**config.mk**
```make
export PLATFORM = sky130hd
export DESIGN_NAME = mcu_clk_ctrl
export DESIGN_NICKNAME = d
export VERILOG_FILES = /design/src/rtl/mcu_clk_ctrl_pkg.sv /design/src/rtl/mcu_clk_ctrl_key_debounce.sv /design/src/rtl/mcu_clk_ctrl.sv
export SDC_FILE = /design/constraint.sdc
export NUM_CORES = 1
export LEC_CHECK = 0
export ABC_AREA = 1
export CAP_MARGIN = 20
export CORE_MARGIN = 10
export CORE_UTILIZATION = 50
export CTS_BUF_LIST = sky130_fd_sc_hd__clkbuf_16
export DETAILED_ROUTE_END_ITERATION = 7
export PLACE_DENSITY = 0.77
export SYNTH_ARGS = -nofsm -noshare
export SYNTH_HDL_FRONTEND = slang
export SYNTH_SLANG_ARGS = --single-unit
export TNS_END_PERCENT = 30
```
**constraint.sdc**
```tcl
create_clock -name clk -period 1.6 [get_ports clk]
set_input_delay 0.32 -clock clk [delete_from_list [all_inputs] [get_ports clk]]
set_output_delay 0.32 -clock clk [all_outputs]
set_load 0.005 [all_outputs]
```
**src/rtl/mcu_clk_ctrl_pkg.sv**
```systemverilog
// Shared types for the yrv_mcu clock-enable sequencer: FSM states and debug mode encodings.
// Mode value 3 is reserved and never produced by mode_of().
package mcu_clk_ctrl_pkg;

   typedef enum logic [2:0] {
      ST_RUN,
      ST_SLOW,
      ST_STEP_IDLE,
      ST_STEP_PULSE,
      ST_STEP_HOLD
   } state_t;

   localparam logic [1:0] MODE_RUN  = 2'd0;
   localparam logic [1:0] MODE_SLOW = 2'd1;
   localparam logic [1:0] MODE_STEP = 2'd2;

   function automatic logic [1:0] mode_of(input state_t s);
      case (s)
         ST_RUN:  mode_of = MODE_RUN;
         ST_SLOW: mode_of = MODE_SLOW;
         default: mode_of = MODE_STEP;
      endcase
   endfunction

endpackage

```
**src/rtl/mcu_clk_ctrl_key_debounce.sv**
```systemverilog
// Key conditioner: 2-flop synchronizer, stability counter, debounced level and press pulse.
// Level follows the key after 2 + DEBOUNCE_CYCLES cycles; press is a 1-cycle pulse on the 1->0 level change.
module key_debounce #(
   parameter int DEBOUNCE_CYCLES = 1_000_000
) (
   input  logic clk,
   input  logic reset_n,
   input  logic i_key_n,
   output logic o_level,
   output logic o_press
);

   localparam int CNT_W = (DEBOUNCE_CYCLES > 1) ? $clog2(DEBOUNCE_CYCLES) : 1;
   localparam logic [CNT_W-1:0] CNT_LAST = CNT_W'(DEBOUNCE_CYCLES - 1);

   logic             r_sync1;
   logic             r_sync2;
   logic             r_level;
   logic             r_press;
   logic [CNT_W-1:0] r_cnt;

   always_ff @(posedge clk or negedge reset_n) begin
      if (!reset_n) begin
         r_sync1 <= 1'b1;
         r_sync2 <= 1'b1;
         r_level <= 1'b1;
         r_press <= 1'b0;
         r_cnt   <= '0;
      end else begin
         r_sync1 <= i_key_n;
         r_sync2 <= r_sync1;
         r_press <= 1'b0;
         // Any sample agreeing with the current level restarts the stability window.
         if (r_sync2 != r_level) begin
            if (r_cnt == CNT_LAST) begin
               r_level <= r_sync2;
               r_press <= ~r_sync2;
               r_cnt   <= '0;
            end else begin
               r_cnt <= r_cnt + 1'b1;
            end
         end else begin
            r_cnt <= '0;
         end
      end
   end

   assign o_level = r_level;
   assign o_press = r_press;

endmodule

```
**src/rtl/mcu_clk_ctrl.sv**
```systemverilog
// Clock-enable sequencer for yrv_mcu: RUN / periodic SLOW tick / debounced single STEP, all in the clk domain.
// Optional breakpoint-to-STEP entry is built only when MCU_CLK_CTRL_BREAK_EN is defined.
module mcu_clk_ctrl
   import mcu_clk_ctrl_pkg::*;
#(
   parameter int SLOW_DIV_W      = 23,
   parameter int DEBOUNCE_CYCLES = 1_000_000
) (
   input  logic        clk,
   input  logic        reset_n,
   input  logic        key_slow_n,
   input  logic        key_mode_n,
   input  logic        key_step_n,
   input  logic [31:0] mem_addr,
   input  logic [31:0] bp_addr,
   input  logic        bp_valid,
   output logic        cpu_ce,
   output logic [1:0]  mode,
   output logic [31:0] ce_count
);

   logic w_slow_level;
   logic w_slow_press_unused;
   logic w_mode_level_unused;
   logic w_mode_press;
   logic w_step_level;
   logic w_step_press;

   key_debounce #(.DEBOUNCE_CYCLES(DEBOUNCE_CYCLES)) u_key_slow (
      .clk     (clk),
      .reset_n (reset_n),
      .i_key_n (key_slow_n),
      .o_level (w_slow_level),
      .o_press (w_slow_press_unused)
   );

   key_debounce #(.DEBOUNCE_CYCLES(DEBOUNCE_CYCLES)) u_key_mode (
      .clk     (clk),
      .reset_n (reset_n),
      .i_key_n (key_mode_n),
      .o_level (w_mode_level_unused),
      .o_press (w_mode_press)
   );

   key_debounce #(.DEBOUNCE_CYCLES(DEBOUNCE_CYCLES)) u_key_step (
      .clk     (clk),
      .reset_n (reset_n),
      .i_key_n (key_step_n),
      .o_level (w_step_level),
      .o_press (w_step_press)
   );

   state_t                r_state;
   state_t                w_next_state;
   logic                  r_started;
   logic                  r_cpu_ce;
   logic [1:0]            r_mode;
   logic [31:0]           r_ce_count;
   logic [SLOW_DIV_W-1:0] r_div;
   logic                  w_ce_next;
   logic                  w_clr_count;

`ifdef MCU_CLK_CTRL_BREAK_EN
   logic w_bp_hit;
   assign w_bp_hit = bp_valid && r_cpu_ce && (mem_addr == bp_addr);
`else
   logic w_unused_bp;
   assign w_unused_bp = ^{mem_addr, bp_addr, bp_valid};
`endif

   always_comb begin
      w_next_state = r_state;
      w_ce_next    = 1'b0;
      w_clr_count  = 1'b0;
      case (r_state)
         ST_RUN: begin
            if (!w_slow_level) begin
               w_next_state = ST_SLOW;
               w_clr_count  = 1'b1;
`ifdef MCU_CLK_CTRL_BREAK_EN
            end else if (w_bp_hit) begin
               w_next_state = ST_STEP_IDLE;
               w_clr_count  = 1'b1;
`endif
            end
         end
         ST_SLOW: begin
            if (w_slow_level) begin
               w_next_state = ST_RUN;
            end else if (w_mode_press) begin
               w_next_state = ST_STEP_IDLE;
            end else begin
               w_ce_next = (r_div == '1);
            end
         end
         ST_STEP_IDLE: begin
            if (w_slow_level) begin
               w_next_state = ST_RUN;
            end else if (w_step_press) begin
               w_next_state = ST_STEP_PULSE;
               w_ce_next    = 1'b1;
            end else if (w_mode_press) begin
               w_next_state = ST_SLOW;
            end
         end
         ST_STEP_PULSE: begin
            if (w_slow_level) w_next_state = ST_RUN;
            else              w_next_state = ST_STEP_HOLD;
         end
         ST_STEP_HOLD: begin
            if (w_slow_level)      w_next_state = ST_RUN;
            else if (w_step_level) w_next_state = ST_STEP_IDLE;
         end
         default: w_next_state = ST_RUN;
      endcase
      // r_started holds off the first RUN enable by one edge after reset release.
      if (w_next_state == ST_RUN) w_ce_next = r_started;
   end

   always_ff @(posedge clk or negedge reset_n) begin
      if (!reset_n) r_state <= ST_RUN;
      else          r_state <= w_next_state;
   end

   always_ff @(posedge clk or negedge reset_n) begin
      if (!reset_n) begin
         r_started  <= 1'b0;
         r_cpu_ce   <= 1'b0;
         r_mode     <= MODE_RUN;
         r_ce_count <= '0;
         r_div      <= '0;
      end else begin
         r_started <= 1'b1;
         r_cpu_ce  <= w_ce_next;
         r_mode    <= mode_of(w_next_state);
         // Divider restarts on every entry to SLOW so the first tick lands a full period later.
         if (r_state == ST_SLOW && w_next_state == ST_SLOW) r_div <= r_div + 1'b1;
         else                                               r_div <= '0;
         if (w_clr_count)                                 r_ce_count <= '0;
         else if (w_ce_next && w_next_state != ST_RUN)    r_ce_count <= r_ce_count + 32'd1;
      end
   end

   assign cpu_ce   = r_cpu_ce;
   assign mode     = r_mode;
   assign ce_count = r_ce_count;

endmodule

```
==> results by group <==
Floorplanning
  – Core ar.: 0.01464 mm^2
  – Die area: 0.02034 mm^2
  – Starting Density: 0.5132
  – Die W: 142.6 um
  – # rows: 44
  – I/O Pins: 105
  – Die height: 142.6 um

GRT
  – Vias in the first global route: 6,878
  – First-pass GRT wire length: 30,740 um
  – Largest net degree at the start of global routing: 52
  – Initial antenna violation count: 0
  – GRT overflow: 0
  – Gr usage total: 0.1815

Setup path
  – Critical Path End Type: register
  – CP Class: register to register
  – WP data arrival: 1970 ps
  – WP buf/inv: 1
  – Top delay family on crit path: simple AND/OR/NAND/NOR gates
  – Worst R2R Path Depth: 11
  – Crit start category: register
  – Stages on the worst setup path: 11
  – Worst-path cell chain: ha_2 -> nand2_2 -> nor2_4 -> nand2_4 -> nor2_4 -> nand2_4 -> nand2_4 -> nand2_8 -> buf_12 -> nand3_1 -> nand2_1
  – Crit path max-delay cell type: dfrtp_1
  – CP max FO: 14
  – CP required: 1910 ps
  – Crit path largest cell delay: 360 ps
  – Critical Path Most Common Cell: nand2_4

Clock network
  – CTS Buf Count: 17
  – CTS Buffer Depth: 2
  – CTS tree: done
  – Worst-skew pair later-pin latency: 430 ps
  – H-tree Lvls: 4
  – Clk slew on worst S/H paths: 60 ps
  – Clk root buf: clkbuf_16
  – CTS Sinks: 133

Status
  – Outcome: complete, but fails checks
  – Failing checks: setup timing

Cells and area
  – Final cell count without fillers: 1,350
  – Diode count: 0
  – Final net count: 1,228
  – Number of fillers in the final layout: 1,263
  – P&R area growth vs syn: 25.52%
  – Share of layout cells above drive strength 1: 0.1612

Logic synthesis
  – EDFF count, synth: 0
  – Synthesized area per cell: 7.283 um^2
  – Net Count, Synth: 1,107
  – Synth top area cells: dfrtp_1 (41%), nand2_1 (14%), nor2_1 (11%)
  – Ys async rst share: 1.000
  – Leading area contributor after synthesis: dfrtp_1
  – Yosys top cell area share: 0.4129
  – Main synth FF type: dfrtp_1
  – Syn Std Cell Area: 0.007516 mm^2
  – Sequential share of the synthesized area: 0.4443
  – FF+latch count, synth: 133
  – Distinct cells, synth: 40
  – Yosys warns: 0
  – Cells after synthesis: 1,032

STA
  – Minimum clock period: 1661 ps
  – Setup TNS: -1450 ps
  – Final worst slack: -61.49 ps
  – Period utilization: 1.038
  – Unrepaired setup endpoints after global routing: true
  – Fin Hold WS: 296.6 ps
  – Setup Skew: 8.263 ps
  – Max frequency: 601.9 MHz
  – Final hold vios: 0
  – Pins Over Slew Limit: 0
  – # setup viols final: 32

Place
  – Number of I/O port buffers: 39
  – Placer Congestion: 0.9200
  – Placed Cells: 1,294
  – Pre-CTS WS: -43.37 ps
  – Post-DP HPWL: 12,500 um

Drt
  – Drt pass-1 iters: 5
  – Vias per std cell: 5.171
  – Post-route ant nets: 0
  – Post-detailed-routing wire length: 18,150 um
  – DRC Markers: 0
  – DR iter-0 viols: 536
  – Wire per inst: 13.45 um
  – Vias after detailed routing: 6,981

Power and ir drop
  – Tot Pwr: 0.007378 W
  – Total leakage power: 4.452 nW
  – Maximum vdd drop: 0.001102 V
  – Pwr dens: 782.1 mW/mm^2

Hold path
  – Hold WC Path Type: input port to register
  – Worst hold stages: 1

Flow run
  – Max cap viols: 0
[synth_stat cells (3+ instances only)]
master and instances:
nand3_1 91, xor2_1 38, ha_1 5, o21ai_0 6
a31oi_1 5, nor3_1 30, nor2_2 4, nand2_2 8
xnor2_1 21, dfrtp_1 124, clkbuf_1 4, nor2_1 227
nand3b_1 4, a21oi_1 14, clkinv_1 3, nand4_1 25
dfstp_2 9, inv_1 99, nand2_1 282, nor3b_1 7
[worst reg2reg max path, cell delays in order, from the launching register on]
cell and delay [ps]:
dfrtp_1 360, ha_2 190, nand2_2 70, nor2_4 120
nand2_4 80, nor2_4 160, nand2_4 90, nand2_4 90
nand2_8 90, buf_12 170, nand3_1 80, nand2_1 60
[report_power, final]
part	internal, W	switching (W)
Clock	0.00217	0.00160
Sequential	0.00340	0.0000187
Combinational	0.0000682	0.000123
Total	0.00564	0.00174
[cells in the final DEF (no fill, tap or decap), types with 2 or more instances in the layout]
| cell | count |
|---|---|
| nand3b_1 | 4 |
| nor3b_2 | 3 |
| dfrtp_2 | 13 |
| nand3_2 | 7 |
| buf_4 | 67 |
| nand2_8 | 2 |
| clkbuf_16 | 18 |
| clkinv_1 | 3 |
| inv_6 | 6 |
| dlymetal6s2s_1 | 2 |
| nor2_2 | 11 |
| xor2_1 | 38 |
| a31oi_1 | 5 |
| clkdlybuf4s50_1 | 3 |
| ha_2 | 4 |
| nor2_4 | 2 |
| a21oi_1 | 14 |
| nand2_2 | 9 |
| nor3b_1 | 5 |
| dlygate4sd2_1 | 33 |
| o21ai_0 | 5 |
| xnor2_1 | 21 |
| nor3_2 | 9 |
| dfstp_2 | 9 |
| nand3_1 | 84 |
| nor2_1 | 220 |
| buf_12 | 7 |
| dfrtp_1 | 111 |
| inv_1 | 97 |
| nand2_4 | 3 |
| nor3_1 | 21 |
| inv_2 | 4 |
| nand4_1 | 25 |
| buf_6 | 2 |
| nand2_1 | 278 |
| clkinv_4 | 4 |
[area by class of cell]
type | count | area [um^2] | share of cell area
tap | 184 | 230.2 | 0.02440
sequential | 133 | 3356 | 0.3557
clock buffer | 17 | 425.4 | 0.04509
multi-input combinational | 782 | 3846 | 0.4077
inverter | 103 | 386.6 | 0.04098
timing repair buffer | 116 | 1045 | 0.1107
clock inverter | 15 | 145.1 | 0.01538
[registers in the layout (all words and copies together) (netlist names), 2 cells and up]
name and cells:
mode 2, ce_count 32, r_div 23, u_key_step.r_cnt 20
u_key_slow.r_cnt 20, r_state 3, u_key_mode.r_cnt 20
[timing repair]
action                                  in CTS  in global routing
hold endpoints to repair                    29                  0
gates resized for setup                     47                 44
pin swaps                                    1                  2
endpoints found under the setup margin      73                 83
setup buffers                               21                  1
cloned                                       0                  1
hold buffers                                 1                  0
[kinds of logic (layout without fill, tap and decap cells)]
group                    after synthesis  after routing  share of synthesized area
AO/OA/AOI/OAI                         30             30                    0.02414
flip-flops                           133            133                     0.4443
buffers and inverters                117            251                    0.06442
XOR/XNOR                              59             59                    0.06875
AND/OR/NAND/NOR                      687            687                     0.3895
other                                  1              1                  0.0004989
adder cells (fa/ha/maj)                5              5                   0.008324
[final timing paths]
| kind | slack [ps] | from | endpoint |
|---|---|---|---|
| max | -60 | r_div[0] | ce_count[30] |
| min | 300 | key_step_n | u_key_step.r_sync1 |
| max reg2reg | -60 | r_div[0] | ce_count[30] |
| min reg2reg | 360 | u_key_mode.r_sync1 | u_key_mode.r_sync2 |
| max in group asynchronous | 630 | reset_n | ce_count[27] |
| min in group asynchronous | 370 | reset_n | r_div[4] |
[metal layers]
layer	GRT usage	part of all wire
met2	0.3078	0.49
met4	0.06026	0.018
met3	0.04806	0.045
met5	0	0
met1	0.2191	0.45
[through the flow]
stage / util / area, um^2
CTS: 0.6311 / 9241
global route: 0.6442 / 9434
detailed placement: 0.5822 / 8526
global placement: 0.5822 / 8526
floorplan: - / 7516
finish: 0.6442 / 9434
(Power assumes the default switching activity.)
